## src/rtl/fir_input_sequencer.sv

```systemverilog
// FIR input sequencer: buffers stream samples and host coefficient writes and turns them
// into the controller's dr/lc request handshake, presenting the operand on data_out.
// Optional watchdog on the controller handshake is enabled with SEQ_TIMEOUT_EN.
module fir_input_sequencer #(
  parameter int unsigned DW     = 16,
  parameter int unsigned DEPTH  = 4,
  parameter int unsigned NCOEFF = 4,
  parameter int unsigned TMO    = 64
) (
  input  logic                       clk,
  input  logic                       rst,
  input  logic                       s_valid,
  input  logic [DW-1:0]              s_data,
  output logic                       s_ready,
  input  logic                       c_valid,
  input  logic [DW-1:0]              c_data,
  output logic                       c_ready,
  input  logic                       modwait,
  input  logic                       err,
  input  logic                       err_clr,
  output logic                       dr,
  output logic                       lc,
  output logic [DW-1:0]              data_out,
  output logic [$clog2(DEPTH+1)-1:0] fifo_count,
  output logic                       coeff_busy,
  output logic                       err_sticky,
  output logic [7:0]                 err_count,
  output logic                       timeout
);

  localparam int unsigned AW = $clog2(DEPTH);
  localparam int unsigned CW = $clog2(DEPTH + 1);
  localparam int unsigned GW = $clog2(NCOEFF + 1);

  typedef enum logic [2:0] {
    StIdle, StDrReq, StDrHold, StDrWait, StLcReq, StLcHold, StLcWait
  } state_e;

  state_e          state_q, state_d;
  logic [DW-1:0]   fifo_mem [DEPTH];
  logic [AW-1:0]   wr_ptr_q, rd_ptr_q;
  logic [CW-1:0]   count_q;
  logic            slot_full_q;
  logic [DW-1:0]   slot_data_q;
  logic [GW-1:0]   grp_cnt_q;
  logic [DW-1:0]   data_out_q;
  logic            err_q, err_sticky_q;
  logic [7:0]      err_count_q;

  logic fifo_full, fifo_empty, push, pop, coeff_take;
  logic load_sample, load_coeff, grp_inc, err_rise, tmo_fire;

  assign fifo_full  = (count_q == CW'(DEPTH));
  assign fifo_empty = (count_q == '0);
  assign push       = s_valid && !fifo_full;
  assign pop        = load_sample;
  assign coeff_take = c_valid && !slot_full_q;
  assign err_rise   = err && !err_q;

`ifdef SEQ_TIMEOUT_EN
  localparam int unsigned TW = $clog2(TMO + 1);
  logic [TW-1:0] wd_q;
  logic          timeout_q;
  logic          watched;

  assign watched  = (state_q == StDrReq) || (state_q == StDrWait) ||
                    (state_q == StLcReq) || (state_q == StLcWait);
  assign tmo_fire = watched && (wd_q == TW'(TMO - 1));

  // Watchdog counts cycles spent in one watched state; any state change restarts it
  always_ff @(posedge clk) begin
    if (rst || (state_d != state_q) || !watched) begin
      wd_q <= '0;
    end else begin
      wd_q <= wd_q + TW'(1);
    end
  end

  // Timeout flag: set on expiry, held until reset or err_clr
  always_ff @(posedge clk) begin
    if (rst) begin
      timeout_q <= 1'b0;
    end else if (tmo_fire) begin
      timeout_q <= 1'b1;
    end else if (err_clr) begin
      timeout_q <= 1'b0;
    end
  end

  assign timeout = timeout_q;
`else
  logic [31:0] unused_tmo;
  assign unused_tmo = TMO;
  assign tmo_fire   = 1'b0;
  assign timeout    = 1'b0;
`endif

  // Next-state and request decode; coefficients win over samples in IDLE
  always_comb begin
    state_d     = state_q;
    load_sample = 1'b0;
    load_coeff  = 1'b0;
    grp_inc     = 1'b0;
    case (state_q)
      StIdle: begin
        if (!modwait) begin
          if (slot_full_q) begin
            load_coeff = 1'b1;
            state_d    = StLcReq;
          end else if (!fifo_empty && (grp_cnt_q == '0)) begin
            load_sample = 1'b1;
            state_d     = StDrReq;
          end
        end
      end
      StDrReq:  if (modwait) state_d = StDrHold;
      StDrHold: state_d = StDrWait;
      StDrWait: if (!modwait) state_d = StIdle;
      StLcReq:  if (modwait) state_d = StLcHold;
      StLcHold: state_d = StLcWait;
      StLcWait: begin
        if (!modwait) begin
          grp_inc = 1'b1;
          state_d = StIdle;
        end
      end
      default:  state_d = StIdle;
    endcase
    // Expiry abandons the request; an abandoned coefficient does not advance the group
    if (tmo_fire) begin
      state_d = StIdle;
      grp_inc = 1'b0;
    end
  end

  // FSM state register
  always_ff @(posedge clk) begin
    if (rst) state_q <= StIdle;
    else     state_q <= state_d;
  end

  // Sample FIFO storage (data only, no reset needed)
  always_ff @(posedge clk) begin
    if (push) fifo_mem[wr_ptr_q] <= s_data;
  end

  // Sample FIFO pointers and occupancy
  always_ff @(posedge clk) begin
    if (rst) begin
      wr_ptr_q <= '0;
      rd_ptr_q <= '0;
      count_q  <= '0;
    end else begin
      if (push) wr_ptr_q <= wr_ptr_q + AW'(1);
      if (pop)  rd_ptr_q <= rd_ptr_q + AW'(1);
      if (push && !pop)      count_q <= count_q + CW'(1);
      else if (!push && pop) count_q <= count_q - CW'(1);
    end
  end

  // Single-entry coefficient slot; it can only refill once empty, so take and free never overlap
  always_ff @(posedge clk) begin
    if (rst) begin
      slot_full_q <= 1'b0;
      slot_data_q <= '0;
    end else if (coeff_take) begin
      slot_full_q <= 1'b1;
      slot_data_q <= c_data;
    end else if (load_coeff) begin
      slot_full_q <= 1'b0;
    end
  end

  // Coefficient group position, wraps after a full group
  always_ff @(posedge clk) begin
    if (rst) begin
      grp_cnt_q <= '0;
    end else if (grp_inc) begin
      grp_cnt_q <= (grp_cnt_q == GW'(NCOEFF - 1)) ? '0 : grp_cnt_q + GW'(1);
    end
  end

  // Operand register, held for the whole request
  always_ff @(posedge clk) begin
    if (rst || tmo_fire)  data_out_q <= '0;
    else if (load_coeff)  data_out_q <= slot_data_q;
    else if (load_sample) data_out_q <= fifo_mem[rd_ptr_q];
  end

  // Error edge recording; clear beats a coincident edge, and err_q keeps tracking
  // so a level that persists past the clear is not counted again
  always_ff @(posedge clk) begin
    if (rst) begin
      err_q        <= 1'b0;
      err_sticky_q <= 1'b0;
      err_count_q  <= '0;
    end else begin
      err_q <= err;
      if (err_clr) begin
        err_sticky_q <= 1'b0;
        err_count_q  <= '0;
      end else if (err_rise) begin
        err_sticky_q <= 1'b1;
        if (err_count_q != 8'hFF) err_count_q <= err_count_q + 8'd1;
      end
    end
  end

  assign s_ready    = !fifo_full;
  assign c_ready    = !slot_full_q;
  assign dr         = (state_q == StDrReq) || (state_q == StDrHold);
  assign lc         = (state_q == StLcReq) || (state_q == StLcHold);
  assign data_out   = data_out_q;
  assign fifo_count = count_q;
  assign coeff_busy = (grp_cnt_q != '0) || (state_q == StLcReq) ||
                      (state_q == StLcHold) || (state_q == StLcWait);
  assign err_sticky = err_sticky_q;
  assign err_count  = err_count_q;

endmodule
```

## config.mk

```make
export PLATFORM = sky130hd
export DESIGN_NAME = fir_input_sequencer
export DESIGN_NICKNAME = d
export VERILOG_FILES = /design/src/rtl/fir_input_sequencer.sv
export SDC_FILE = /design/constraint.sdc
export NUM_CORES = 1
export LEC_CHECK = 0
export ABC_AREA = 1
export BUFFER_PORTS_ARGS = -buffer_cell sky130_fd_sc_hd__clkbuf_2
export CORE_ASPECT_RATIO = 1.4
export CORE_MARGIN = 5
export CORE_UTILIZATION = 53
export DETAILED_ROUTE_END_ITERATION = 7
export PLACE_DENSITY = 0.74
export SLEW_MARGIN = 0
export SYNTH_ARGS = -nofsm -noshare
export SYNTH_HDL_FRONTEND = slang
export SYNTH_SLANG_ARGS = --single-unit
```

## constraint.sdc

```tcl
create_clock -name clk -period 2.74 [get_ports clk]
set_clock_uncertainty 0.05 [all_clocks]
set_input_delay 0.685 -clock clk [delete_from_list [all_inputs] [get_ports clk]]
set_output_delay 0.685 -clock clk [all_outputs]
set_load 0.005 [all_outputs]
```

## Word level (Yosys, flattened, before mapping)

Memories as Yosys holds them, arrays and structs flattened. A register that Yosys moved wholly into a read port is not among the register bits.
Index checks and enable logic that the tools add are counted.

- Input bits: 39
- Logic and storage cells: 87
- Bits in writable memories: 64
- Memories: 1
- Register bits after elaboration: 56

Memory list:

| name | depth | bits a word | rd ports | clocked after memory_dff | wr ports | line | text |
|---|---|---|---|---|---|---|---|
| fifo_mem | 4 | 16 | 1 | 1 | 1 | 40 | `logic [DW-1:0] fifo_mem [DEPTH];` |

- Multiplexer cells: 27
- Reductions and logical operators: 28
- $add $sub $neg: 6
- Eq/ne operators: 14

Operators by type and width:

| cell | count |
|---|---|
| 16-bit 2-to-1 mux | 2 |
| 3-bit 2-to-1 mux | 9 |
| 3-bit case mux with 6 select lines | 1 |
| 1-bit 2-to-1 mux | 13 |
| 3-bit equality test (second input constant) | 4 |
| 3-bit by 2-bit equality test with 1-bit output (second input constant) | 3 |
| 3-bit logical NOT | 3 |
| 8-bit by 1-bit adder with 8-bit output (second input constant) | 1 |
| 2-bit != test (second input constant) | 4 |
| 8-bit != test (second input constant) | 1 |
| 3-bit by 1-bit adder with 3-bit output (second input constant) | 2 |
| 1-bit logical AND | 6 |
| 1-bit logical NOT | 6 |
| 2-bit nonzero test | 3 |
| 1-bit logical OR | 5 |
| 5-bit AND reduction | 1 |
| 2-bit by 1-bit adder with 2-bit output (second input constant) | 2 |
| 2-bit 2-to-1 mux | 2 |
| 2-bit OR reduction | 2 |
| 3-bit by 1-bit equality test with 1-bit output (second input constant) | 1 |
| 3-bit != test (second input constant) | 1 |
| 3-bit nonzero test | 1 |
| 3-bit by 1-bit subtractor with 3-bit output (second input constant) | 1 |
| 2-bit AND reduction | 1 |

## Depth between registers and ports, before layout

Gate-level depths: netlist (run 1).

- Depth in word-level cells: 10
- Depth in mapped cells: 15
- Gate-level depth less buffers: 14

## Worst setup path after synthesis (run 1)

Ideal clock, no wire load.

- Path type: flip-flop to flip-flop
- Start: reg grp_cnt_q[0]
- End: reg count_q[2], in the netlist fifo_count[2]
- Data arrival time: 2.001 ns
- Clock period less this slack: 2.173 ns
- Buffers on the path: 1
- Slack: 0.567 ns
- Stages on the path, launching flop included: 16
- Cells stage by stage: dfxtp_1 inv_1 ha_1 inv_1 nor2_1 nand2_1 inv_1 nand2_2 buf_6 ha_1 inv_1 fa_1 a21oi_1 o21ai_0 o21ai_0 a21oi_1

- Longest elaborated chain between the ends: 9

Ends and longest elaborated chain:

| item | line | text |
|---|---|---|
| start: declaration | 45 | `logic [GW-1:0] grp_cnt_q;` |
| start signal: assignment | 179 | `grp_cnt_q <= (grp_cnt_q == GW'(NCOEFF - 1)) ? '0 : grp_cnt_q + GW'(1);` |
| 3-bit logical NOT * | 110 | `end else if (!fifo_empty && (grp_cnt_q == '0)) begin` |
| 1-bit logical AND * | 110 |  |
| 1-bit 2-to-1 mux * | 110 |  |
| 1-bit 2-to-1 mux * | 107 | `if (slot_full_q) begin` |
| 1-bit 2-to-1 mux * | 106 | `if (!modwait) begin` |
| 1-bit 2-to-1 mux * | 104 | `case (state_q)` |
| 1-bit logical NOT | 156 | `if (push && !pop) count_q <= count_q + CW'(1);` |
| 1-bit logical AND | 156 |  |
| 3-bit 2-to-1 mux / 2-bit nonzero test (equally long branches) | n/a |  |
| end signal: assignment | 156 |  |
| end signal: assignment | 157 | `else if (!push && pop) count_q <= count_q - CW'(1);` |
| end: declaration | 42 | `logic [CW-1:0] count_q;` |

Mark *: on every way between the ends. The rest lies on a longest branch, timed or not.
A chain may end at the register's enable or synchronous reset.

## Worst setup path after layout (run 1)

Same ends and word-level chain as after synthesis.

==> results of run 1 <==
per-stage QoR:
stage	instance area [sq um]	power [mW]	cells	util	hold slack, ps
3_5_place_dp	5890	3.87	839	0.592	417
2_1_floorplan	5430	3.44	647	-	400
5_1_grt	6490	6.39	871	0.652	435
6_report	6490	6.02	871	0.652	425
3_3_place_gp	5890	3.81	839	0.592	401
4_1_cts	6490	6.07	871	0.652	429
final cells by class:
type	count	area share
Sequential cell	122	0.475
Multi-Input combinational cell	405	0.286
Clock buffer	24	0.0775
Timing Repair Buffer	80	0.0652
Inverter	97	0.0561
Tap cell	135	0.0260
Clock inverter	8	0.0139
sequential cells by signal, indices dropped and copies added (netlist names), named ones only:
signal and cells:
fifo_mem 64, data_out 16, slot_data_q 16, err_count 8, fifo_count 3, grp_cnt_q 3, state_q 3, rd_ptr_q 2
wr_ptr_q 2, err_q 1, err_sticky 1, slot_full_q 1
cell usage in the layout (no fill, tap or decap), drive strengths merged, types with 3 or more instances in the layout:
cell,n
a21oi,18
nand4,3
buf,9
nand3,58
inv,96
nand2,175
nand3b,3
edfxtp,64
clkbuf,95
clkinv,6
o21ai,31
dfxtp,58
ha,8
nor2,100
cells by family (layout without fill, tap and decap cells):
group | Yosys count | count (layout) | share of synthesized area
AOI/OAI and AO/OA | 51 | 51 | 0.0482
xor gates and xnor gates | 4 | 4 | 0.00646
adders and majority gates | 9 | 9 | 0.0221
buffers and inverters | 120 | 209 | 0.0901
DFF | 122 | 122 | 0.568
other | 1 | 1 | 0.000691
and+or+nand+nor | 340 | 340 | 0.264
metal layers:
layer,GRT usage,part of all wire,routed length (um),vias to the layer above
li1,-,-,-,2182
met2,0.331,0.51,5690,123
met3,0.0554,0.060,672,18
met5,0,0,0,-
met4,0.0762,0.018,200,0
met1,0.226,0.41,4630,1926
worst max path at each step:
| stage | start | end | slack [ps] | depth (start not counted) |
|---|---|---|---|---|
| floorplan | grp_cnt_q[0]$_SDFFE_PP0P_ | fifo_count[2]$_SDFFE_PP0P_ | 570 | 15 |
| global placement | modwait | fifo_count[2]$_SDFFE_PP0P_ | 370 | 10 |
| detailed placement | grp_cnt_q[0]$_SDFFE_PP0P_ | fifo_count[2]$_SDFFE_PP0P_ | 280 | 14 |
| CTS | grp_cnt_q[0]$_SDFFE_PP0P_ | fifo_count[2]$_SDFFE_PP0P_ | 200 | 14 |
| global route | grp_cnt_q[0]$_SDFFE_PP0P_ | fifo_count[2]$_SDFFE_PP0P_ | 0.3 | 14 |
| finish | grp_cnt_q[0]$_SDFFE_PP0P_ | fifo_count[2]$_SDFFE_PP0P_ | 170 | 14 |
power breakdown:
group	total [mW]	internal, mW	leakage, nW	switching [mW]
clock network	2.18	1.45	0.290	0.728
logic	1.48	0.530	1.70	0.950
registers	2.36	2.21	1.06	0.155
total	6.02	4.19	3.06	1.83
worst max-delay path, cell delays in order, from the launching register on:
cell and delay, ps:
dfxtp_1 340, inv_1 80, ha_1 190, inv_1 50
nor2_1 40, nand2_1 140, inv_1 70, nand2_2 230
ha_1 220, inv_1 80, fa_1 400, a21oi_1 170
o21ai_0 130, o21ai_0 180, a21oi_1 70
==> metrics.cfg, run 1 <==
[power]
ir_drop_v = 0.000434
power_density_mw_per_mm2 = 929
p_leak_nw = 3.06

[timing]
worst_pin_slew_ps = 758
period_needed_ps = 2570
tns_ps = 0
final_max_slew_viol_count = 0
hold_viol = 0
worst_slack_ps = 171
setup_viol = 0
rsz0062_at_grt = no
post-route-period-util = 0.938
fmax_mhz = 389
timing.slew.headroom = 0.492

[floorplanning]
die_h_um = 130
io_pins = 73
core_area_sq_mm = 0.00995
rows = 43
die_w_um = 95.5
die_area_sq_mm = 0.0124
start_util = 0.545

[min_path]
whs_path_depth = 2
min_path_type = flip-flop to flip-flop
holdPathEnd = err_sticky$_SDFFE_PP0P_
min_from = err_sticky$_SDFFE_PP0P_

[drt]
wire_per_inst_um = 12.9
antenna_left = 0
vias_per_cell = 4.88
drt_iter0_markers = 213
drtPass1Iterations = 5
vias = 4249
wl_mm = 11.2
drc = 0

[clocking]
cts-root-buf = clkbuf_16
ctsHoldBuffers = 0
cts_sinks = 122
clockBufferDepth = 2
cts_setup_buffers = 0
cts_resized = 0
cts_tree = built
path_clk_slew_ps = 50
htreeDepth = 4
worstSkewPairLatency_ps = 400
numCtsBuffers = 17

[logic_synthesis]
yosys.area.top_type = edfxtp_1
synth.cell_area_sq_mm = 0.00543
syn_nets = 695
yosys-top-cells-count = nand2_1 (173), nor2_1 (94), inv_1 (90), edfxtp_1 (64), dfxtp_1 (58)
synth.distinct_cells = 33
ys_warn_count = 0
seq_area_frac_synth = 0.568
synth_most_common_cell = nand2_1
avgSynthCellArea_sq_um = 8.39
dominantRegCellSynth = edfxtp_1
yosysTopAreaCellShare = 0.354
synth_cells = 647
async_flop_share = 0
synth_area_leaders = edfxtp_1 (35%), dfxtp_1 (21%), nand2_1 (12%), nor2_1 (6.5%), inv_1 (6.2%)
synth_seq_cells = 122
synth_edf_count = 64

[worst_setup_path]
worst-r2r-setup-slack_ps = 170
critical_path_required_ps = 2970
cp.arrival_ps = 2800
endpoint_kind = flip-flop
r2r-start = grp_cnt_q[0]$_SDFFE_PP0P_
r2r_cells = 14
critPathKind = flip-flop to flip-flop
cp_max_fo = 13
cp-start-kind = flip-flop
r2r-end = fifo_count[2]$_SDFFE_PP0P_

[grt]
grt_pass1_vias = 4009
grt.overflow.total = 0
grt_start_max_net_pins = 35
grt_first_pass_wirelength_mm = 18.4
grtUsageTotal = 0.193
antenna_found_initial = 0

[placed_design]
pre_cts_ws_ps = 283
io_buffers = 71
post-dp-hpwl_mm = 7.71
gp_congestion = 0.787

[layout]
final_net_count = 771
antenna_cells = 0
drive_gt1_frac = 0.170
fillers = 808
seqCellArea_sq_mm = 0.00308
area_growth_pct = 19.5
multi_input_area_sq_mm = 0.00186

[outcome]
status = complete, no violations

[flow_run]
cap_violations = 0

Power figures use the tool's default switching activity.
==> inputs of run 2 (changes only) <==
ABC_AREA = default   (was 1)
GPL_TIMING_DRIVEN = 0   (was default)
PLACE_DENSITY = 0.75   (was 0.74)
==> run 2 against run 1 <==
Routed wire length is 9.8% lower. Register-to-register slack hardly changed. Hold slack worse by 14 ps. First-iteration DRC count is 14% lower. Core utilization is 0.40 points higher. Fmax is 0.17% lower. Combinational power is 20% lower. Count of clock-buffer cells in the layout is 7 lower. Final area is 9.3% lower. Critical path depth is 3 lower. Largest cell class unchanged. Largest power group unchanged.
==> metrics.cfg, run 2 <==
[outcome]
status = complete, no violations

[flow_run]
cap_violations = 0

[min_path]
min_from = slot_data_q[15]$_SDFFE_PP0P_
whs_path_depth = 2
min_path_type = flip-flop to flip-flop
holdPathEnd = slot_data_q[15]$_SDFFE_PP0P_

[worst_setup_path]
cp-start-kind = flip-flop
critPathKind = flip-flop to flip-flop
worst-r2r-setup-slack_ps = 170
r2r_cells = 11
critical_path_required_ps = 3030
cp.arrival_ps = 2860
cp_max_fo = 10
r2r-start = grp_cnt_q[0]$_SDFFE_PP0P_
endpoint_kind = flip-flop
r2r-end = fifo_count[2]$_SDFFE_PP0P_

[timing]
whs_ps = 411
rsz0062_at_grt = no
hold_viol = 0
post-route-period-util = 0.939
timing.slew.headroom = 0.425
period_needed_ps = 2570
worst_pin_slew_ps = 863
fmax_mhz = 389
worst_slack_ps = 166
setup_viol = 0
final_max_slew_viol_count = 0

[drt]
vias_per_cell = 5.45
drc = 0
wl_mm = 10.1
vias = 3231
drtPass1Iterations = 4
antenna_left = 0
wire_per_inst_um = 17.0
drt_iter0_markers = 184

[logic_synthesis]
ys_warn_count = 0
seq_area_frac_synth = 0.639
avgSynthCellArea_sq_um = 12.5
synth_cells = 385
dominantRegCellSynth = edfxtp_1
synth_seq_cells = 122
synth_edf_count = 64
async_flop_share = 0
synth.cell_area_sq_mm = 0.00482
synth_area_leaders = edfxtp_1 (40%), dfxtp_1 (24%), mux4_2 (7.5%), nand2_1 (4.2%), nor2_1 (3.1%)
synth.distinct_cells = 43
yosys-top-cells-count = edfxtp_1 (64), dfxtp_1 (58), nand2_1 (54), nor2_1 (40), a21oi_1 (23)
syn_nets = 433
synth_most_common_cell = edfxtp_1
yosys.area.top_type = edfxtp_1
yosysTopAreaCellShare = 0.398

[clocking]
cts_resized = 1
cts_tree = built
cts-root-buf = clkbuf_16
cts_setup_buffers = 0
htreeDepth = 4
worstSkewPairLatency_ps = 410
path_clk_slew_ps = 60
cts_sinks = 122
numCtsBuffers = 17
ctsHoldBuffers = 0
clockBufferDepth = 2

[grt]
grt_pass1_vias = 3258
antenna_found_initial = 0
grt_first_pass_wirelength_mm = 16.2
grt_start_max_net_pins = 17
grt.overflow.total = 0
grtUsageTotal = 0.192

[floorplanning]
die_w_um = 90.6
io_pins = 73
start_util = 0.537
die_h_um = 123
rows = 41
core_area_sq_mm = 0.00898
die_area_sq_mm = 0.0111

[layout]
largest_reg_flops = 64
largest_register = fifo_mem
fillers = 672
final_common_cell = clkbuf_2
drive_gt1_frac = 0.276
final_net_count = 521
mostFrequentLayoutCells = clkbuf_2 (71), edfxtp_1 (64), dfxtp_1 (58)
final_area_sq_mm = 0.00589
area_growth_pct = 22.0
antenna_cells = 0

[placed_design]
dpl_cell_area_sq_mm = 0.00531
post-dp-hpwl_mm = 6.84
pre_cts_ws_ps = -262
io_buffers = 71
gp_congestion = 0.781

[power]
p_leak_nw = 2.24
power_density_mw_per_mm2 = 970
ir_drop_v = 0.000622

==> run 2: changes by cell type after synthesis, moves of 16 or more <==
cell / change
inv_1: -79
mux4_2: +16
nand2_1: -119
nand3_1: -52
nor2_1: -54
o21ai_0: -23
==> run 2: report_power, final <==
| group | internal, mW | switching [mW] | total, mW |
|---|---|---|---|
| combinational | 0.555 | 0.631 | 1.19 |
| sequential | 2.21 | 0.173 | 2.38 |
| clock | 1.34 | 0.808 | 2.14 |
==> run 2: worst max-delay path, cell delays in order, from the launching register on <==
cell and delay [ps]:
dfxtp_1 360, inv_1 60, ha_1 200, nor3b_1 150
nand3_1 200, clkbuf_4 260, ha_1 200, inv_1 60
fa_1 370, xor2_1 150, or3_1 300, a21oi_1 130
==> run 2: final cells by class <==
class,instances,area (sq um),share of cell area
Sequential cell,122,3080,0.524
Multi-Input combinational cell,231,1590,0.271
Clock buffer,17,425,0.0723
Inverter,11,41.3,0.00701
Timing Repair Buffer,71,355,0.0604
Clock inverter,15,151,0.0257
Buffer,19,104,0.0176
Tap cell,107,134,0.0227
==> run 2: per-stage QoR <==
stage	TNS (ps)	cells	power [mW]	utilization
6_report	0	593	5.71	0.656
3_5_place_dp	-316	563	3.60	0.592
2_1_floorplan	0	385	3.21	-
4_1_cts	0	595	5.76	0.656
3_3_place_gp	-192	563	3.56	0.592
5_1_grt	0	593	5.98	0.656
==> run 2: cells by family after synthesis <==
kind of cell	count (synthesis)	synth area share
AOI/OAI and AO/OA	56	0.0794
xor gates and xnor gates	9	0.0163
adders and majority gates	9	0.0249
buffers and inverters	32	0.0309
DFF	122	0.639
muxes	21	0.0851
other	1	0.000777
and+or+nand+nor	135	0.124
==> run 2: routing by layer <==
layer	global-route usage	vias up	wire, um
li1	-	1569	-
met1	0.220	1573	4210
met2	0.340	82	5320
met3	0.0621	7	476
met4	0.0670	0	85
met5	0	-	0
==> run 2: worst max-delay path by stage <==
| stage | from | endpoint | slack [ps] | depth (start not counted) |
|---|---|---|---|---|
| after global placement | modwait | fifo_count[2]$_SDFFE_PP0P_ | -190 | 10 |
| after CTS | state_q[1]$_SDFFE_PP0P_ | fifo_count[2]$_SDFFE_PP0P_ | 80 | 10 |
| final | grp_cnt_q[0]$_SDFFE_PP0P_ | fifo_count[2]$_SDFFE_PP0P_ | 170 | 11 |
| after floorplan | modwait | fifo_count[2]$_SDFFE_PP0P_ | 260 | 9 |
| after detailed placement | modwait | fifo_count[2]$_SDFFE_PP0P_ | -260 | 10 |
| after global routing | grp_cnt_q[0]$_SDFFE_PP0P_ | fifo_count[2]$_SDFFE_PP0P_ | 30 | 11 |
